==> src/rtl/minmax_pkg.sv <==
// Shared types and constants for the min/max burst scanner.
package minmax_pkg;

    localparam int unsigned DATA_W        = 4;
    localparam int unsigned BURST_LEN_MAX = 15;

    typedef enum logic [2:0] {
        S_IDLE,
        S_WAIT,
        S_CMP_MAX,
        S_CMP_MIN,
        S_OUT
    } state_e;

    // Burst length must be legal and the sample counter must be able to reach it.
    function automatic bit burst_cfg_ok(int unsigned burst_len, int unsigned cnt_w);
        return (burst_len >= 1) && (burst_len <= BURST_LEN_MAX) && (cnt_w < 32) &&
               (burst_len < (32'd1 << cnt_w));
    endfunction

endpackage

==> src/rtl/minmax_scan_ctrl_if.sv <==
// Sample-in / result-out handshake bundle for minmax_scan_ctrl.
// max_count exists only when MINMAX_TIE_COUNT_EN is defined.
interface minmax_scan_ctrl_if
`ifdef MINMAX_TIE_COUNT_EN
    #(parameter int unsigned CNT_W = 4)
`endif
    ;

    logic                              in_valid;
    logic                              in_ready;
    logic [minmax_pkg::DATA_W-1:0]     in_data;
    logic                              out_valid;
    logic                              out_ready;
    logic [minmax_pkg::DATA_W-1:0]     min_out;
    logic [minmax_pkg::DATA_W-1:0]     max_out;
`ifdef MINMAX_TIE_COUNT_EN
    logic [CNT_W-1:0]                  max_count;

    modport master (
        output in_valid, in_data, out_ready,
        input  in_ready, out_valid, min_out, max_out, max_count
    );

    modport slave (
        input  in_valid, in_data, out_ready,
        output in_ready, out_valid, min_out, max_out, max_count
    );
`else
    modport master (
        output in_valid, in_data, out_ready,
        input  in_ready, out_valid, min_out, max_out
    );

    modport slave (
        input  in_valid, in_data, out_ready,
        output in_ready, out_valid, min_out, max_out
    );
`endif

endinterface

==> src/rtl/mag_cmp4.sv <==
// Combinational 4-bit unsigned magnitude comparator; exactly one output is high.
module mag_cmp4
    import minmax_pkg::*;
(
    input  logic [DATA_W-1:0] a,
    input  logic [DATA_W-1:0] b,
    output logic              less,
    output logic              equal,
    output logic              greater
);

    assign less    = (a < b);
    assign equal   = (a == b);
    assign greater = (a > b);

endmodule

==> src/rtl/minmax_scan_ctrl.sv <==
// Streaming per-burst min/max scanner sharing one comparator across two compare states.
// Optional tie counter (max_count) enabled by MINMAX_TIE_COUNT_EN.
module minmax_scan_ctrl
    import minmax_pkg::*;
#(
    parameter int unsigned BURST_LEN = 8,
    parameter int unsigned CNT_W     = 4
) (
    input  logic               clk,
    input  logic               reset,
    minmax_scan_ctrl_if.slave  bus
);

    if (!burst_cfg_ok(BURST_LEN, CNT_W)) begin : g_cfg_err
        $error("minmax_scan_ctrl: BURST_LEN must be 1..15 and fit in CNT_W bits");
    end

    localparam logic [CNT_W-1:0] BurstLast = CNT_W'(BURST_LEN);

    state_e              state_q, state_d;
    logic [DATA_W-1:0]   min_q, min_d;
    logic [DATA_W-1:0]   max_q, max_d;
    logic [DATA_W-1:0]   samp_q, samp_d;
    logic [CNT_W-1:0]    cnt_q, cnt_d;
`ifdef MINMAX_TIE_COUNT_EN
    logic [CNT_W-1:0]    tie_q, tie_d;
`endif

    logic                in_ready;
    logic                out_valid;
    logic [DATA_W-1:0]   cmp_b;
    logic                cmp_lt, cmp_eq, cmp_gt;

    // Operand B follows the compare state; only S_CMP_MIN looks at the running minimum.
    assign cmp_b = (state_q == S_CMP_MIN) ? min_q : max_q;

    mag_cmp4 u_cmp (
        .a       (samp_q),
        .b       (cmp_b),
        .less    (cmp_lt),
        .equal   (cmp_eq),
        .greater (cmp_gt)
    );

`ifndef MINMAX_TIE_COUNT_EN
    logic unused_cmp_eq;
    assign unused_cmp_eq = cmp_eq;
`endif

    always_comb begin
        state_d   = state_q;
        min_d     = min_q;
        max_d     = max_q;
        samp_d    = samp_q;
        cnt_d     = cnt_q;
`ifdef MINMAX_TIE_COUNT_EN
        tie_d     = tie_q;
`endif
        in_ready  = 1'b0;
        out_valid = 1'b0;

        unique case (state_q)
            S_IDLE: begin
                in_ready = 1'b1;
                if (bus.in_valid) begin
                    min_d = bus.in_data;
                    max_d = bus.in_data;
                    cnt_d = CNT_W'(1);
`ifdef MINMAX_TIE_COUNT_EN
                    tie_d = CNT_W'(1);
`endif
                    state_d = (BURST_LEN == 1) ? S_OUT : S_WAIT;
                end
            end
            S_WAIT: begin
                in_ready = 1'b1;
                if (bus.in_valid) begin
                    samp_d  = bus.in_data;
                    cnt_d   = cnt_q + CNT_W'(1);
                    state_d = S_CMP_MAX;
                end
            end
            S_CMP_MAX: begin
                if (cmp_gt) begin
                    max_d = samp_q;
`ifdef MINMAX_TIE_COUNT_EN
                    tie_d = CNT_W'(1);
                end else if (cmp_eq) begin
                    tie_d = tie_q + CNT_W'(1);
`endif
                end
                state_d = S_CMP_MIN;
            end
            S_CMP_MIN: begin
                if (cmp_lt) begin
                    min_d = samp_q;
                end
                state_d = (cnt_q == BurstLast) ? S_OUT : S_WAIT;
            end
            S_OUT: begin
                out_valid = 1'b1;
                if (bus.out_ready) begin
                    state_d = S_IDLE;
                end
            end
            default: state_d = S_IDLE;
        endcase
    end

    always_ff @(posedge clk) begin
        if (reset) begin
            state_q <= S_IDLE;
            min_q   <= '0;
            max_q   <= '0;
            samp_q  <= '0;
            cnt_q   <= '0;
`ifdef MINMAX_TIE_COUNT_EN
            tie_q   <= '0;
`endif
        end else begin
            state_q <= state_d;
            min_q   <= min_d;
            max_q   <= max_d;
            samp_q  <= samp_d;
            cnt_q   <= cnt_d;
`ifdef MINMAX_TIE_COUNT_EN
            tie_q   <= tie_d;
`endif
        end
    end

    assign bus.in_ready  = in_ready;
    assign bus.out_valid = out_valid;
    assign bus.min_out   = min_q;
    assign bus.max_out   = max_q;
`ifdef MINMAX_TIE_COUNT_EN
    assign bus.max_count = tie_q;
`endif

endmodule

==> src/flat_wrapper.sv <==
// flat-port wrapper written by rule: the top's interface ports become plain ports
module minmax_scan_ctrl_flat import minmax_pkg::*;
#(
    parameter int unsigned BURST_LEN = 8,
    parameter int unsigned CNT_W     = 4
)
  (clk, reset, bus_in_valid, bus_in_data, bus_out_ready, bus_in_ready, bus_out_valid, bus_min_out, bus_max_out);
  minmax_scan_ctrl_if bus_i ();
  input  logic clk;
  input  logic reset;
  input wire logic [$bits(bus_i.in_valid)-1:0] bus_in_valid;
  input wire logic [$bits(bus_i.in_data)-1:0] bus_in_data;
  input wire logic [$bits(bus_i.out_ready)-1:0] bus_out_ready;
  output wire logic [$bits(bus_i.in_ready)-1:0] bus_in_ready;
  output wire logic [$bits(bus_i.out_valid)-1:0] bus_out_valid;
  output wire logic [$bits(bus_i.min_out)-1:0] bus_min_out;
  output wire logic [$bits(bus_i.max_out)-1:0] bus_max_out;
  assign bus_i.in_valid = bus_in_valid;
  assign bus_i.in_data = bus_in_data;
  assign bus_i.out_ready = bus_out_ready;
  assign bus_in_ready = bus_i.in_ready;
  assign bus_out_valid = bus_i.out_valid;
  assign bus_min_out = bus_i.min_out;
  assign bus_max_out = bus_i.max_out;
  minmax_scan_ctrl #(.BURST_LEN(BURST_LEN), .CNT_W(CNT_W)) u_core (.clk(clk), .reset(reset), .bus(bus_i));
endmodule
==> config.mk <==
export PLATFORM = sky130hd
export DESIGN_NAME = minmax_scan_ctrl_flat
export DESIGN_NICKNAME = d
export VERILOG_FILES = /design/src/rtl/minmax_pkg.sv /design/src/rtl/minmax_scan_ctrl_if.sv /design/src/rtl/mag_cmp4.sv /design/src/rtl/minmax_scan_ctrl.sv /design/src/flat_wrapper.sv
export SDC_FILE = /design/constraint.sdc
export NUM_CORES = 1
export LEC_CHECK = 0
export BUFFER_PORTS_ARGS = -buffer_cell sky130_fd_sc_hd__buf_4
export CAP_MARGIN = 15
export CORE_MARGIN = 8
export CORE_UTILIZATION = 55
export DETAILED_ROUTE_END_ITERATION = 16
export PLACE_DENSITY_LB_ADDON = 0.3
export SETUP_SLACK_MARGIN = 0.02
export SLEW_MARGIN = 25
export SYNTH_ARGS = -nofsm -noshare
export SYNTH_HDL_FRONTEND = slang
export SYNTH_SLANG_ARGS = --single-unit
==> constraint.sdc <==
create_clock -name clk -period 2.56 [get_ports clk]
set_input_delay 0.768 -clock clk [delete_from_list [all_inputs] [get_ports clk]]
set_output_delay 0.768 -clock clk [all_outputs]
set_load 0.005 [all_outputs]
==> results.txt <==
Total Power -> 699.4 uW
delay-heaviest family, CP -> compound AO/OA/AOI/OAI gates
Syn Nets -> 146
Bufs and invs on worst path -> 1
WL/cell -> 14.81 um
gr ovfl total -> 0
Area after DPL -> 0.001313 mm2
Arr. time, crit path -> 2.44 ns
Gate Count Post-Synth -> 132
worst rel slew slack -> 77.35%
Cells on Worst Hold Path -> 2
Final Skew -> 0.001542 ns
r2r worst-path depth -> 8
unrepaired setup endpoints after global routing -> no
DR WL met3 -> 152 um
PortBufs -> 17
Num CTS Buffers -> 3
Crit path depth -> 8
Setup crit start kind -> register
most common cell after layout, fill and taps aside -> buf_4
final instance area -> 0.001354 mm2
Worst Tran Pin Value -> 0.3397 ns
synth unique cells -> 33
worst slack at placement -> 0.1802 ns
most frequent cells in the layout -> 22 x buf_4, 19 x nor2_1, 19 x dfxtp_1
leakage power -> 0.5970 nW
Hold Crit Class -> reg2reg
Finished Layout Cells -> 176
fmax -> 0.4500 GHz
GRT Overall Usage -> 13.12%
VDD IR-drop max -> 374.4 uV
Final Critical Period -> 2.222 ns
Sink Count -> 19
HPWL after detailed placement -> 1.967 mm
worst skew pair latency -> 0.29 ns
top sig layer -> met4
final setup TNS -> 0 ns
Total Nets Final -> 164
Slowest Stage Delay on Critical Path -> 0.36 ns
clock-pin slew on the worst setup and hold paths -> 0.11 ns
initial antenna violation count -> 0
first-pass GRT wire length -> 4.333 mm
Core ar. -> 0.002002 mm2
syn avg cell area -> 8.929 um2
via count -> 1025
CTS H-Tree Depth -> 1
met1 WL -> 1.135 mm
TritonRoute pass-1 iters -> 4
critical path class -> reg2reg
crit-path max FO -> 9
Hold-fix buffers, CTS -> 0
Yosys Warn Count -> 0
Tcrit/Tclk final -> 86.81%
Die Span Y -> 62.29 um
met2 WL post-DR -> 1.304 mm
I/O Pins -> 18
asr flop ratio synth -> 0%
post-DR vias/cell -> 5.824
Initial Util -> 58.87%
MaxCap Viol Count -> 0
EDFF count, synth -> 0
final design utilization -> 67.63%
Seq/Total Area, Yosys -> 32.27%
WHS -> 0.4995 ns
CTS tree -> built
final worst setup slack -> 0.3378 ns
die width -> 62.29 um
critical path, cell by cell -> nand3b_1 > buf_4 > mux2i_1 > ha_1 > a21oi_1 > nand2_1 > a31o_2 > a221oi_2
crit end category -> register
Routed Antenna Nets -> 0
GP Congestion -> 0.8953
CP required -> 2.78 ns
num rows -> 16
Primary FF master, synth -> dfxtp_1
status -> completed
final-layout fill cell count -> 169
Final setup viols -> 0
area grow syn2layout -> 14.86%
die area -> 0.003880 mm2
largest net degree at the start of global routing -> 20
maximum clock insertion buffer count -> 2
final wirelength -> 2.606 mm
Synth Cell Area -> 0.001179 mm2
DRC -> 0
diode count -> 0
Clock Tree Root -> clkbuf_4
pwr/cell area -> 516.6 mW/mm2
Fin. Hold Viols -> 0
Slowest cell on crit path -> dfxtp_1
share of layout cells above drive strength 1 -> 26.17%
Final Max Slew Viols -> 0
Starting DRT DRC Count -> 46
vias in the first global route -> 979
Seq cells post-synth -> 19
placed cells -> 170
flip-flops by register name (all words and copies together), names as in the netlist:
| name | flops |
|---|---|
| u_core.bus.min_out | 4 |
| u_core.state_q | 3 |
| u_core.cnt_q | 4 |
| u_core.samp_q | 4 |
| u_core.bus.max_out | 4 |
tightest hold or removal path, cell delays in order (launching register included):
cell,delay [ns]
dfxtp_1,0.34
inv_1,0.06
a221oi_2,0.05
worst paths after layout:
| kind | startpoint | end | slack, ns |
|---|---|---|---|
| hold reg to reg | u_core.bus.max_out[1] | u_core.bus.max_out[1] | 0.50 |
| setup / recovery | u_core.state_q[2] | u_core.bus.max_out[2] | 0.34 |
| hold / removal | u_core.bus.max_out[1] | u_core.bus.max_out[1] | 0.50 |
| setup reg to reg | u_core.state_q[2] | u_core.bus.max_out[2] | 0.34 |
cells in the mapped netlist (2+ instances only):
library cell / n / area [um2]
dfxtp_1: 19 / 380.4
buf_4: 3 / 22.52
ha_1: 6 / 75.07
mux2i_1: 12 / 120.1
inv_1: 10 / 37.54
nor2b_1: 4 / 25.02
buf_2: 4 / 20.02
o21ai_0: 7 / 35.03
nand3b_1: 2 / 15.01
nor3_1: 4 / 20.02
nand3_1: 2 / 10.01
nor2_1: 19 / 71.32
mux2_2: 3 / 33.78
a211oi_1: 2 / 15.01
a221oi_2: 4 / 60.06
and2_1: 2 / 12.51
nand2_1: 10 / 37.54
a21oi_1: 4 / 20.02
layout make-up:
class	instances	area, um2	area share, %
Clock buffer	4	26.28	1.941
Tap cell	27	33.78	2.495
Multi-Input combinational cell	94	710.7	52.50
Timing Repair Buffer	22	165.2	12.20
Sequential cell	19	380.4	28.10
Inverter	10	37.54	2.773
routing by layer:
metal	global-route usage (%)	up-vias
li1	-	497
met1	16.25	487
met2	21.35	39
met3	3.405	2
met4	4.558	0
met5	0	-
repair_timing:
action,in CTS,in global routing
endpoints found under the hold margin,0,0
setup endpoints to repair,0,1
resized for setup,0,0
buffers inserted,0,2
cell families after synthesis:
group / count (synthesis) / synth area share [%]
AO/OA/AOI/OAI: 25 / 19.85
adder cells (fa/ha/maj): 6 / 6.369
buffers and inverters: 19 / 7.431
flip-flops: 19 / 32.27
multiplexers: 15 / 13.06
AND/OR/NAND/NOR: 48 / 21.02
power by group:
part | switching [mW] | internal (mW) | leakage (nW) | total [mW]
logic | 0.116 | 0.0949 | 0.426 | 0.211
registers | 0.0166 | 0.316 | 0.156 | 0.333
clock network | 0.0949 | 0.0605 | 0.0150 | 0.155
No activity file was read; power rests on OpenSTA's default activity.
